===== src/rtl/uart_buf_pkg.sv =====
// Shared definitions for the uart_buf MMIO UART.
//   uart_addr_t      : register index on the MMIO request port
//   uart_baud_rate_t : selectable reset baud rates
//   uart_status_t    : layout of the CTRL status bits [4:0]
//   uart_state_t     : common IDLE/START/DATA/STOP encoding for TX and RX
//   is_pow2 / clamp_div : elaboration and divisor helpers
package uart_buf_pkg;

  // Address space of the block in bytes.
  localparam int unsigned UART_SIZE = 16;

  // Shortest bit period in clocks; the RX half-bit sample needs at least 2.
  localparam logic [15:0] UART_DIV_MIN = 16'd4;

  typedef enum logic [1:0] {
    UART_CTRL = 2'd0,
    UART_RX   = 2'd1,
    UART_TX   = 2'd2,
    UART_DIV  = 2'd3
  } uart_addr_t;

  typedef enum int unsigned {
    BR_9600   = 9600,
    BR_19200  = 19200,
    BR_38400  = 38400,
    BR_57600  = 57600,
    BR_115200 = 115200,
    BR_230400 = 230400,
    BR_460800 = 460800,
    BR_921600 = 921600
  } uart_baud_rate_t;

  typedef struct packed {
    logic tx_empty;    // [4]
    logic frame_err;   // [3]
    logic rx_overrun;  // [2]
    logic rx_valid;    // [1]
    logic tx_ready;    // [0]
  } uart_status_t;

  typedef enum logic [1:0] {
    ST_IDLE  = 2'd0,
    ST_START = 2'd1,
    ST_DATA  = 2'd2,
    ST_STOP  = 2'd3
  } uart_state_t;

  function automatic logic is_pow2(input int unsigned v);
    return (v != 0) && ((v & (v - 1)) == 0);
  endfunction

  // Saturate a requested divisor into the legal 16-bit range.
  function automatic logic [15:0] clamp_div(input logic [31:0] v);
    if (v < 32'(UART_DIV_MIN)) return UART_DIV_MIN;
    if (v > 32'h0000_FFFF)     return 16'hFFFF;
    return v[15:0];
  endfunction

endpackage


===== src/rtl/uart_buf_sync_fifo.sv =====
// sync_fifo: single-clock first-word-fall-through FIFO used for both the RX
// and TX byte queues of uart_buf.
//   clk, rst_n  : clock, asynchronous active-low reset (empties the FIFO)
//   push, wdata : write strobe and data; ignored when full unless a pop
//                 happens in the same cycle
//   pop, rdata  : read strobe and head-of-queue data; pop on empty ignored
//   full, empty : occupancy flags
// A push and pop on an empty FIFO stores the word and pops nothing: there is
// no pass-through path from wdata to rdata.
module sync_fifo #(
  parameter int unsigned DEPTH = 8,
  parameter int unsigned W     = 8
) (
  input  logic         clk,
  input  logic         rst_n,
  input  logic         push,
  input  logic [W-1:0] wdata,
  input  logic         pop,
  output logic [W-1:0] rdata,
  output logic         full,
  output logic         empty
);

  localparam int unsigned AW = (DEPTH > 1) ? $clog2(DEPTH) : 1;

  logic [W-1:0]  mem_q [DEPTH];
  logic [AW-1:0] wr_ptr_q;
  logic [AW-1:0] rd_ptr_q;
  logic [AW:0]   count_q;
  logic          do_push;
  logic          do_pop;

  assign empty   = (count_q == '0);
  assign full    = (count_q == (AW + 1)'(DEPTH));
  assign do_pop  = pop && !empty;
  // A pop in the same cycle frees the slot, so a push on full still lands.
  assign do_push = push && (!full || do_pop);
  assign rdata   = mem_q[rd_ptr_q];

  // NOTE: sequential state uses non-blocking (<=) so every flop samples the
  // pre-edge values regardless of statement order.
  always_ff @(posedge clk or negedge rst_n) begin
    if (!rst_n) begin
      wr_ptr_q <= '0;
      rd_ptr_q <= '0;
      count_q  <= '0;
    end else begin
      if (do_push) wr_ptr_q <= wr_ptr_q + 1'b1;
      if (do_pop)  rd_ptr_q <= rd_ptr_q + 1'b1;
      case ({do_push, do_pop})
        2'b10:   count_q <= count_q + 1'b1;
        2'b01:   count_q <= count_q - 1'b1;
        default: count_q <= count_q;
      endcase
    end
  end

  // NOTE: storage is not reset; the pointers and count define validity, and
  // a reset-free array maps onto plain RAM/flops without reset fan-out.
  always_ff @(posedge clk) begin
    if (do_push) mem_q[wr_ptr_q] <= wdata;
  end

endmodule


===== src/rtl/uart_buf.sv =====
// uart_buf: MMIO UART with byte FIFOs on both directions, 8N1, LSB first.
//   clk, rst_n          : clock, asynchronous active-low reset
//   req_valid/req_ready : request strobe; always ready
//   req_addr/req_we     : register index (CTRL, RX, TX, DIV) and direction
//   req_wdata           : write data
//   rsp_valid/rsp_data  : read data, one cycle after the read request
//   serial_in           : asynchronous RX line
//   serial_out          : TX line, idle high
// Registers: CTRL reads status / write clears sticky errors, RX pops a byte,
// TX pushes a byte, DIV holds the bit period in clocks (minimum 4).
module uart_buf
  import uart_buf_pkg::*;
#(
  parameter int unsigned     CLK_FREQ_HZ = 100_000_000,
  parameter uart_baud_rate_t BAUD_RATE   = BR_115200,
  parameter int unsigned     FIFO_DEPTH  = 8
) (
  input  logic        clk,
  input  logic        rst_n,
  input  logic        req_valid,
  output logic        req_ready,
  input  uart_addr_t  req_addr,
  input  logic        req_we,
  input  logic [31:0] req_wdata,
  output logic        rsp_valid,
  output logic [31:0] rsp_data,
  input  logic        serial_in,
  output logic        serial_out
);

  if (FIFO_DEPTH < 2 || !is_pow2(FIFO_DEPTH)) begin : g_depth_check
    $error("uart_buf: FIFO_DEPTH must be a power of two and at least 2");
  end

  localparam logic [15:0] DIV_RESET = clamp_div(32'(CLK_FREQ_HZ / 32'(BAUD_RATE)));

  // ---------------------------------------------------------------- decode
  logic rd_req, wr_req;
  logic tx_push, rx_pop, ctrl_wr, div_wr;
  logic unused_wdata;

  assign req_ready    = 1'b1;
  assign rd_req       = req_valid && !req_we;
  assign wr_req       = req_valid && req_we;
  assign tx_push      = wr_req && (req_addr == UART_TX);
  assign ctrl_wr      = wr_req && (req_addr == UART_CTRL);
  assign div_wr       = wr_req && (req_addr == UART_DIV);
  assign rx_pop       = rd_req && (req_addr == UART_RX);
  assign unused_wdata = ^req_wdata[31:16];

  // ---------------------------------------------------------------- FIFOs
  logic       tx_pop, tx_full, tx_fifo_empty;
  logic [7:0] tx_rdata;
  logic       rx_push, rx_full, rx_fifo_empty;
  logic [7:0] rx_rdata, rx_shift_q;

  sync_fifo #(.DEPTH(FIFO_DEPTH), .W(8)) u_tx_fifo (
    .clk   (clk),
    .rst_n (rst_n),
    .push  (tx_push),
    .wdata (req_wdata[7:0]),
    .pop   (tx_pop),
    .rdata (tx_rdata),
    .full  (tx_full),
    .empty (tx_fifo_empty)
  );

  sync_fifo #(.DEPTH(FIFO_DEPTH), .W(8)) u_rx_fifo (
    .clk   (clk),
    .rst_n (rst_n),
    .push  (rx_push),
    .wdata (rx_shift_q),
    .pop   (rx_pop),
    .rdata (rx_rdata),
    .full  (rx_full),
    .empty (rx_fifo_empty)
  );

  // ------------------------------------------------------ divisor, sticky
  logic [15:0] div_q;
  logic        rx_overrun_q, frame_err_q;
  logic        rx_overrun_set, frame_err_set;

  always_ff @(posedge clk or negedge rst_n) begin
    if (!rst_n) begin
      div_q        <= DIV_RESET;
      rx_overrun_q <= 1'b0;
      frame_err_q  <= 1'b0;
    end else begin
      if (div_wr) div_q <= clamp_div({16'b0, req_wdata[15:0]});
      // A set in the same cycle as a CTRL write wins over the clear.
      if (rx_overrun_set)   rx_overrun_q <= 1'b1;
      else if (ctrl_wr)     rx_overrun_q <= 1'b0;
      if (frame_err_set)    frame_err_q  <= 1'b1;
      else if (ctrl_wr)     frame_err_q  <= 1'b0;
    end
  end

  // ---------------------------------------------------------------- TX FSM
  uart_state_t tx_state_q, tx_state_d;
  logic [15:0] tx_cnt_q, tx_cnt_d;
  logic [15:0] tx_div_q, tx_div_d;
  logic [2:0]  tx_bit_q, tx_bit_d;
  logic [7:0]  tx_shift_q, tx_shift_d;
  logic        tx_out_q, tx_out_d;
  logic        tx_bit_end;

  assign tx_bit_end = (tx_cnt_q == tx_div_q - 16'd1);

  // NOTE: every always_comb output gets a default first, so no path leaves a
  // signal unassigned and no latch is inferred.
  always_comb begin
    tx_state_d = tx_state_q;
    tx_cnt_d   = tx_cnt_q;
    tx_div_d   = tx_div_q;
    tx_bit_d   = tx_bit_q;
    tx_shift_d = tx_shift_q;
    tx_pop     = 1'b0;
    case (tx_state_q)
      ST_IDLE: begin
        if (!tx_fifo_empty) begin
          tx_pop     = 1'b1;
          tx_state_d = ST_START;
          tx_shift_d = tx_rdata;
          tx_div_d   = div_q;     // period is frozen for the whole frame
          tx_cnt_d   = '0;
        end
      end
      ST_START: begin
        if (tx_bit_end) begin
          tx_state_d = ST_DATA;
          tx_cnt_d   = '0;
          tx_bit_d   = '0;
        end else begin
          tx_cnt_d = tx_cnt_q + 16'd1;
        end
      end
      ST_DATA: begin
        if (tx_bit_end) begin
          tx_cnt_d   = '0;
          tx_shift_d = {1'b0, tx_shift_q[7:1]};
          if (tx_bit_q == 3'd7) tx_state_d = ST_STOP;
          else                  tx_bit_d   = tx_bit_q + 3'd1;
        end else begin
          tx_cnt_d = tx_cnt_q + 16'd1;
        end
      end
      ST_STOP: begin
        if (tx_bit_end) begin
          tx_cnt_d = '0;
          // Chain straight into the next start bit when more data is queued.
          if (!tx_fifo_empty) begin
            tx_pop     = 1'b1;
            tx_state_d = ST_START;
            tx_shift_d = tx_rdata;
            tx_div_d   = div_q;
          end else begin
            tx_state_d = ST_IDLE;
          end
        end else begin
          tx_cnt_d = tx_cnt_q + 16'd1;
        end
      end
      default: tx_state_d = ST_IDLE;
    endcase
    // Line level is registered from the next state so serial_out is glitch
    // free and changes on the same edge as the state.
    case (tx_state_d)
      ST_START: tx_out_d = 1'b0;
      ST_DATA:  tx_out_d = tx_shift_d[0];
      default:  tx_out_d = 1'b1;
    endcase
  end

  always_ff @(posedge clk or negedge rst_n) begin
    if (!rst_n) begin
      tx_state_q <= ST_IDLE;
      tx_cnt_q   <= '0;
      tx_div_q   <= DIV_RESET;
      tx_bit_q   <= '0;
      tx_shift_q <= '0;
      tx_out_q   <= 1'b1;
    end else begin
      tx_state_q <= tx_state_d;
      tx_cnt_q   <= tx_cnt_d;
      tx_div_q   <= tx_div_d;
      tx_bit_q   <= tx_bit_d;
      tx_shift_q <= tx_shift_d;
      tx_out_q   <= tx_out_d;
    end
  end

  assign serial_out = tx_out_q;

  // ---------------------------------------------------------------- RX FSM
  logic        rx_meta_q, rx_sync_q, rx_prev_q;
  logic        rx_fall;
  uart_state_t rx_state_q, rx_state_d;
  logic [15:0] rx_cnt_q, rx_cnt_d;
  logic [15:0] rx_div_q, rx_div_d;
  logic [2:0]  rx_bit_q, rx_bit_d;
  logic [7:0]  rx_shift_d;
  logic        rx_half_end, rx_bit_end;

  // Two-flop synchroniser; rx_prev_q only delays the synchronised level for
  // edge detection.
  always_ff @(posedge clk or negedge rst_n) begin
    if (!rst_n) begin
      rx_meta_q <= 1'b1;
      rx_sync_q <= 1'b1;
      rx_prev_q <= 1'b1;
    end else begin
      rx_meta_q <= serial_in;
      rx_sync_q <= rx_meta_q;
      rx_prev_q <= rx_sync_q;
    end
  end

  assign rx_fall     = rx_prev_q && !rx_sync_q;
  assign rx_half_end = (rx_cnt_q == (rx_div_q >> 1) - 16'd1);
  assign rx_bit_end  = (rx_cnt_q == rx_div_q - 16'd1);

  always_comb begin
    rx_state_d    = rx_state_q;
    rx_cnt_d      = rx_cnt_q;
    rx_div_d      = rx_div_q;
    rx_bit_d      = rx_bit_q;
    rx_shift_d    = rx_shift_q;
    rx_push       = 1'b0;
    frame_err_set = 1'b0;
    case (rx_state_q)
      ST_IDLE: begin
        if (rx_fall) begin
          rx_state_d = ST_START;
          rx_cnt_d   = '0;
          rx_div_d   = div_q;
        end
      end
      ST_START: begin
        if (rx_half_end) begin
          rx_cnt_d = '0;
          // A start bit that is high again at mid-bit was a glitch.
          if (!rx_sync_q) begin
            rx_state_d = ST_DATA;
            rx_bit_d   = '0;
          end else begin
            rx_state_d = ST_IDLE;
          end
        end else begin
          rx_cnt_d = rx_cnt_q + 16'd1;
        end
      end
      ST_DATA: begin
        if (rx_bit_end) begin
          rx_cnt_d   = '0;
          rx_shift_d = {rx_sync_q, rx_shift_q[7:1]};
          if (rx_bit_q == 3'd7) rx_state_d = ST_STOP;
          else                  rx_bit_d   = rx_bit_q + 3'd1;
        end else begin
          rx_cnt_d = rx_cnt_q + 16'd1;
        end
      end
      ST_STOP: begin
        if (rx_bit_end) begin
          rx_cnt_d   = '0;
          rx_state_d = ST_IDLE;
          if (rx_sync_q) rx_push       = 1'b1;
          else           frame_err_set = 1'b1;
        end else begin
          rx_cnt_d = rx_cnt_q + 16'd1;
        end
      end
      default: rx_state_d = ST_IDLE;
    endcase
  end

  // A pop in the same cycle makes room, so only an unserviced full overruns.
  assign rx_overrun_set = rx_push && rx_full && !rx_pop;

  always_ff @(posedge clk or negedge rst_n) begin
    if (!rst_n) begin
      rx_state_q <= ST_IDLE;
      rx_cnt_q   <= '0;
      rx_div_q   <= DIV_RESET;
      rx_bit_q   <= '0;
      rx_shift_q <= '0;
    end else begin
      rx_state_q <= rx_state_d;
      rx_cnt_q   <= rx_cnt_d;
      rx_div_q   <= rx_div_d;
      rx_bit_q   <= rx_bit_d;
      rx_shift_q <= rx_shift_d;
    end
  end

  // ---------------------------------------------------------- read path
  uart_status_t status;
  logic [31:0]  rd_data;
  logic         rsp_valid_q;
  logic [31:0]  rsp_data_q;

  always_comb begin
    status = '{
      tx_empty:   tx_fifo_empty && (tx_state_q == ST_IDLE),
      frame_err:  frame_err_q,
      rx_overrun: rx_overrun_q,
      rx_valid:   !rx_fifo_empty,
      tx_ready:   !tx_full
    };
  end

  always_comb begin
    rd_data = '0;
    case (req_addr)
      UART_CTRL: rd_data = {27'b0, status};
      UART_RX:   rd_data = rx_fifo_empty ? 32'd0 : {24'b0, rx_rdata};
      UART_DIV:  rd_data = {16'b0, div_q};
      default:   rd_data = '0;
    endcase
  end

  always_ff @(posedge clk or negedge rst_n) begin
    if (!rst_n) begin
      rsp_valid_q <= 1'b0;
      rsp_data_q  <= '0;
    end else begin
      rsp_valid_q <= rd_req;
      if (rd_req) rsp_data_q <= rd_data;
    end
  end

  assign rsp_valid = rsp_valid_q;
  assign rsp_data  = rsp_data_q;

endmodule


===== config.mk =====
export PLATFORM = sky130hd
export DESIGN_NAME = uart_buf
export DESIGN_NICKNAME = d
export VERILOG_FILES = /design/src/rtl/uart_buf_pkg.sv /design/src/rtl/uart_buf_sync_fifo.sv /design/src/rtl/uart_buf.sv
export SDC_FILE = /design/constraint.sdc
export NUM_CORES = 1
export LEC_CHECK = 0
export CORE_MARGIN = 2
export CORE_UTILIZATION = 35
export CTS_CLUSTER_SIZE = 25
export DETAILED_ROUTE_END_ITERATION = 8
export GPL_ROUTABILITY_DRIVEN = 0
export GPL_TIMING_DRIVEN = 0
export PLACE_DENSITY_LB_ADDON = 0.08
export SLEW_MARGIN = 20
export SYNTH_ARGS = -nofsm -noshare
export SYNTH_HDL_FRONTEND = slang
export SYNTH_SLANG_ARGS = --single-unit

===== constraint.sdc =====
create_clock -name clk -period 11.9 [get_ports clk]
set_input_delay 2.38 -clock clk [delete_from_list [all_inputs] [get_ports clk]]
set_output_delay 2.38 -clock clk [all_outputs]
set_load 0.005 [all_outputs]

* After elaboration in Yosys (flattened, before gate mapping)
Memories as Yosys holds them, arrays and structs flattened.
Cells that the tools add are included.
** Cells by class
- Add/subtract/negate cells :: 15
- Magnitude comparators :: 1
- Equality and inequality tests :: 34
- Mux-type cells :: 62
- Reductions and logical operators :: 45
** Operators by type and width (number)
- two-way mux 16 bit :: 9
- case mux 16 bit (3 select lines) :: 2
- case mux 16 bit (2 select lines) :: 2
- equality test 16 bit :: 3
- adder 16 x 1 -> 16 bit (second input constant) :: 2
- two-way mux 8 bit :: 4
- subtractor 16 x 1 -> 16 bit (second input constant) :: 2
- inequality test 2 bit (second input constant) :: 12
- case mux 8 bit (3 select lines) :: 1
- two-way mux 2 bit :: 11
- two-way mux 3 bit :: 7
- adder 3 x 1 -> 3 bit (second input constant) :: 6
- equality test 2 bit (second input constant) :: 9
- two-way mux 1 bit :: 18
- < comparator 16 x 3 -> 1 bit (second input constant) :: 1
- case mux 2 bit (4 select lines) :: 2
- case mux 4 bit (2 select lines) :: 2
- subtractor 15 x 1 -> 16 bit (second input constant) :: 1
- logical AND 1 bit :: 14
- nonzero test 2 bit :: 7
- equality test 2 x 1 -> 1 bit (second input constant) :: 6
- case mux 3 bit (2 select lines) :: 2
- AND reduction 5 bit :: 2
- adder 4 x 1 -> 4 bit (second input constant) :: 2
- 14 further kinds :: 30
** Storage, ports and cells
- Flip-flop bits (word level) :: 165
- RAM bits :: 128
- Input bits :: 39
- Logic and storage cells :: 185
- Memories kept :: 2
** Memory list
- u_rx_fifo.mem_q :: depth 8, width 8, read ports 1, clocked after memory_dff 0, wr ports 1, RTL line uart_buf_sync_fifo.sv:26 : logic [W-1:0] mem_q [DEPTH];
- u_tx_fifo.mem_q :: depth 8, width 8, read ports 1, clocked after memory_dff 0, wr ports 1, RTL line uart_buf_sync_fifo.sv:26

* Longest topological paths before layout
Gate-level depths: netlist of the first run.
- Depth in word-level cells :: 9
- Gate-level depth with buffers :: 18

* By module
A second synthesis of the first run with hierarchy kept.
** Second synthesis, totals
- Cells, all modules :: 1128
- Area, all modules :: 14087.3 µm²
** By module, submodules not included
- uart_buf :: instances 1, cells an instance 810, area an instance 7841.3 µm², sequential area each 3251.9 µm²
- sync_fifo :: instances 2, cells an instance 159, area an instance 3123.0 µm², sequential area each 2172.1 µm²

* Worst setup path before layout of the first run
Ideal clock, no wire load.
- Path type :: input to register
- From :: input port req_we
- To :: register u_rx_fifo.count_q[3]
- Setup time :: 80 ps
- Arrival :: 4432 ps
- Setup slack :: 7388 ps
- Stages on the path :: 10
- Cell sequence :: nand2b_1 -> clkbuf_1 -> nor4_1 -> and2_1 -> buf_2 -> ha_1 -> a21o_1 -> a21oi_1 -> mux2i_1 -> xnor2_1
** Between the ends
- Cells in the longest elaborated chain, start to end :: 8
- Elaborated cells between the ends (all ways) :: 10
** RTL lines
- start: declaration :: RTL line uart_buf.sv:23 : input logic req_we,
- logical NOT 1 bit * :: RTL line uart_buf.sv:43 : assign rd_req = req_valid && !req_we;
- logical AND 1 bit * :: RTL line uart_buf.sv:43
- logical AND 1 bit * :: RTL line uart_buf.sv:48 : assign rx_pop = rd_req && (req_addr == UART_RX);
- logical AND 1 bit * :: RTL line uart_buf_sync_fifo.sv:35 : assign do_pop = pop && !empty;
- logical OR 1 bit :: RTL line uart_buf_sync_fifo.sv:37 : assign do_push = push && (!full || do_pop);
- logical AND 1 bit :: RTL line uart_buf_sync_fifo.sv:37
- equality test 2 x 1 -> 1 bit / equality test 2 bit (equally long branches) :: RTL line uart_buf_sync_fifo.sv:50 : case ({do_push, do_pop})
- case mux 4 bit (2 select lines) / nonzero test 2 bit (equally long branches)
- end signal: assignment :: RTL line uart_buf_sync_fifo.sv:51 : 2'b10: count_q <= count_q + 1'b1;
- end signal: assignment :: RTL line uart_buf_sync_fifo.sv:52 : 2'b01: count_q <= count_q - 1'b1;
- end signal: assignment :: RTL line uart_buf_sync_fifo.sv:53 : default: count_q <= count_q;
- end: declaration :: RTL line uart_buf_sync_fifo.sv:29 : logic [AW:0] count_q;
Every way passes the cells marked *; elsewhere a longest branch is shown, timed or not.
A chain may end at the register's enable or synchronous reset.

* Final worst setup path of the first run
- From :: input port req_addr[0]
- To :: memory u_rx_fifo.mem_q[5][3] (enable)
** Between the ends
- Cells in the longest elaborated chain, start to end :: 7
** RTL lines
- start: declaration :: RTL line uart_buf.sv:22 : input uart_addr_t req_addr,
- equality test 2 x 1 -> 1 bit :: RTL line uart_buf.sv:48
- logical AND 1 bit :: RTL line uart_buf.sv:48
- logical AND 1 bit :: RTL line uart_buf_sync_fifo.sv:35
- logical OR 1 bit :: RTL line uart_buf_sync_fifo.sv:37
- logical AND 1 bit :: RTL line uart_buf_sync_fifo.sv:37
- two-way mux 1 bit :: RTL line uart_buf_sync_fifo.sv:61 : if (do_push) mem_q[wr_ptr_q] <= wdata;
- two-way mux 1 bit (implied by the code) :: RTL line uart_buf_sync_fifo.sv:61
- end: declaration :: RTL line uart_buf_sync_fifo.sv:26
Every way passes these cells.

==> results_dict.tcl, run 1 <==
set metrics [dict create \
    status "complete, no violations" \
    synth-edff-count 128 \
    vdd_drop_max_mv 0.1114 \
    cts_tree "yes" \
    p_int_w 0.002330 \
    max_freq_ghz 0.1968 \
    start_util 0.3542 \
    drt-pass1-iter-count 6 \
    cts_resized 0 \
    worst_pin_slew_ns 0.9941 \
    hold_class "reg2reg" \
    cts.sink_count 277 \
    nFillCells 3633 \
    yosys_warnings 0 \
    relSlewSlack 0.3322 \
    yosysUniqueCellTypes 92 \
    clock_path_buffers 3 \
    power_density_nw_per_um2 221.7 \
    p_sw_w 0.001216 \
    portBuffers 40 \
    vias_per_cell 5.040 \
    syn2layout_area_growth_pct 16.86 \
    overflow 0 \
    ant_nets 0 \
    cts_setup_buffers 0 \
    worst_ep_required_time_ns 12.06 \
    nets 1275 \
    drv_cap 0 \
    avgSynthCellArea_um2 12.28 \
    track_usage 0.1626 \
    dpl.hpwl_um 22840 \
    p_leak_nw 6.071 \
    critPathArrivalTime_ns 5.24 \
    synth_ff_type "dfrtp_1" \
    synth.top_cell.area_share 0.2808 \
    slew_violations 0 \
    syn_inst 1115 \
    drt_iter0_drc 465 \
    syn-cell-area_um2 13690 \
    setup_tns_ns 0 \
    power_frac_clock 0.298 \
    path_max_fanout 9 \
    mostFrequentLayoutCells "dfrtp_1, edfxtp_1, nand2_1, o21ai_0, nor2_1" \
    clk_latency_ns 0.54 \
    p_comb_frac 0.334 \
    antenna-diode-count 0 \
    yosysTopAreaCell "edfxtp_1" \
    worst_r2r_path_depth 12 \
    grt_max_degree 88 \
    route.detailed.drc 0 \
    fin_crit_sh 0.4269 \
    antenna_found_initial 1 \
    fp.coreArea_um2 38650 \
    htreeDepth 2 \
    cts_root_buffer "clkbuf_16" \
    ios 74 \
    routedWlPerCell_um 18.42 \
    num_rows 72 \
    holdWs_ns 0.3551 \
    power_frac_seq 0.368 \
    final_hold_viol_count 0 \
    die_h_um 201.8 \
    drive_gt1_frac 0.1660 \
    yosys-top-cells-area "edfxtp_1, dfrtp_1, mux4_2" \
    die_x_um 201.8 \
    final_common_cell "dfrtp_1" \
    period_minus_slack_ns 5.080 \
    path_clk_slew_ns 0.06 \
    p_sw_frac 0.3429 \
    finalPower_w 0.003546 \
    grt_pass1_wl_um 51560 \
    cts_buffers 34 \
    setup_viol 0 \
    yosys_register_bits 277 \
    rsz0062_at_grt "false" \
    num_vias 8835 \
    dieArea_um2 40710 \
    endpoint_kind "flop" \
    routed_wl_um 32290 \
    critPathKind "in2reg" \
    fin_skew_ns 0.02126 \
    synth_seq_area_share 0.5549 \
    hold-path-cell-count 0 \
    synthArstFlopShare 0.5379 \
    cts_hold_buf 0 \
    start_kind "input pin" \
    grt_pass1_vias 8873 \
]
-- cell type report --
type | count | area [µm²] | share of cell area
plain buffers | 67 | 330.3 | 0.02065
repair buffers | 43 | 447.9 | 0.02800
clock inverters | 12 | 183.9 | 0.01150
well taps | 518 | 648.1 | 0.04052
flip-flops and latches | 277 | 7596 | 0.4749
clock buffers | 50 | 952.2 | 0.05952
multi-input cells | 758 | 5733 | 0.3584
inverters | 28 | 105.1 | 0.006570
-- kinds of logic after synthesis --
logic type               Yosys count  synth area share
multiplexers                     110            0.1160
other                              2         0.0005487
flip-flops                       277            0.5549
AO/OA/AOI/OAI                    204           0.09717
AND/OR/NAND/NOR                  323            0.1245
adder cells (fa/ha/maj)           27           0.02578
buffers and inverters             95           0.03181
XOR/XNOR                          77           0.04927
-- state kept, by name, summed over array words and instances, names as in the netlist, 2 cells and up, named ones only --
name	flops
u_rx_fifo.rd_ptr_q	3
rx_div_q	16
tx_bit_q	3
rx_cnt_q	16
u_rx_fifo.wr_ptr_q	3
rx_shift_q	8
u_rx_fifo.mem_q	64
div_q	16
tx_state_q	2
tx_shift_q	8
tx_div_q	16
rx_bit_q	3
tx_cnt_q	16
u_tx_fifo.rd_ptr_q	3
u_tx_fifo.wr_ptr_q	3
rsp_data	16
u_rx_fifo.count_q	4
u_tx_fifo.count_q	4
u_tx_fifo.mem_q	64
-- per-stage QoR --
| stage | cells | area [µm²] | worst slack, ns | util |
|---|---|---|---|---|
| 3_3_place_gp | 1688 | 14790 | 1.579 | 0.3828 |
| 5_1_grt | 1753 | 16000 | 6.674 | 0.4139 |
| 4_1_cts | 1753 | 16000 | 6.826 | 0.4139 |
| 6_report | 1753 | 16000 | 6.820 | 0.4139 |
| 2_1_floorplan | 1130 | 13740 | 7.388 | - |
| 3_5_place_dp | 1691 | 14860 | 6.275 | 0.3845 |
-- path summary, 6_finish.rpt --
kind / start / to / slack, ns
max reg2reg: rx_div_q[1] / u_rx_fifo.mem_q[5][3] / 7.48
max in group asynchronous: rst_n / rx_sync_q / 9.23
max: req_addr[0] / u_rx_fifo.mem_q[5][3] / 6.82
min: rx_meta_q / rx_sync_q / 0.36
min reg2reg: rx_meta_q / rx_sync_q / 0.36
min in group asynchronous: rst_n / tx_bit_q[2] / 1.79
-- per-layer routing --
layer / track usage / share of wire / up-vias
li1: - / - / 4281
met1: 0.2195 / 0.47 / 4399
met2: 0.2666 / 0.48 / 111
met3: 0.02948 / 0.032 / 42
met4: 0.05016 / 0.020 / 2
met5: 0 / 0.00040 / -
-- worst max-delay path, stage by stage --
cell and delay [ns]:
clkdlybuf4s50_1 0.57, clkinv_1 0.27, o311ai_0 0.89, and4_1 0.33, nand2_1 0.13, nor2_1 0.67
-- power groups by stage --
stage | registers, W | logic, W | clock network (W)
2_1_floorplan | 0.00127 | 0.000923 | 0
3_3_place_gp | 0.00132 | 0.00119 | 0
3_5_place_dp | 0.00132 | 0.00120 | 0
4_1_cts | 0.00131 | 0.00121 | 0.00109
5_1_grt | 0.00133 | 0.00133 | 0.00113
6_report | 0.00131 | 0.00119 | 0.00106
-- Yosys cell counts, drive strengths merged (27+ instances only) --
| cell | instances |
|---|---|
| clkbuf | 35 |
| mux4 | 32 |
| nor2 | 66 |
| mux2 | 60 |
| buf | 32 |
| xor2 | 29 |
| xnor2 | 48 |
| nand2 | 92 |
| edfxtp | 128 |
| dfrtp | 130 |
| inv | 27 |
| a21oi | 48 |
| o21ai | 75 |
| nor3 | 32 |
Note: power is estimated with default switching activity, not from simulation.
==> run 2, diff against run 1 <==
==> constraint.sdc (replaced) <==
create_clock -name clk -period 4.79 [get_ports clk]
set_input_delay 0.958 -clock clk [delete_from_list [all_inputs] [get_ports clk]]
set_output_delay 0.958 -clock clk [all_outputs]
set_load 0.005 [all_outputs]
==> results of run 2 <==
Same layout as run 1 (identical final DEF). Status: complete, no violations.
Among the figures that moved: setup slack after placement 6.275 ns -> 0.3970 ns; setup slack after layout 6.820 ns -> 0.3698 ns; start point of the critical path req_addr[0] -> rx_div_q[1]; register-to-register setup slack 7.48 ns -> 0.37 ns; total power 0.003546 W -> 0.008814 W; worst IR drop on VDD 0.1114 mV -> 0.2767 mV
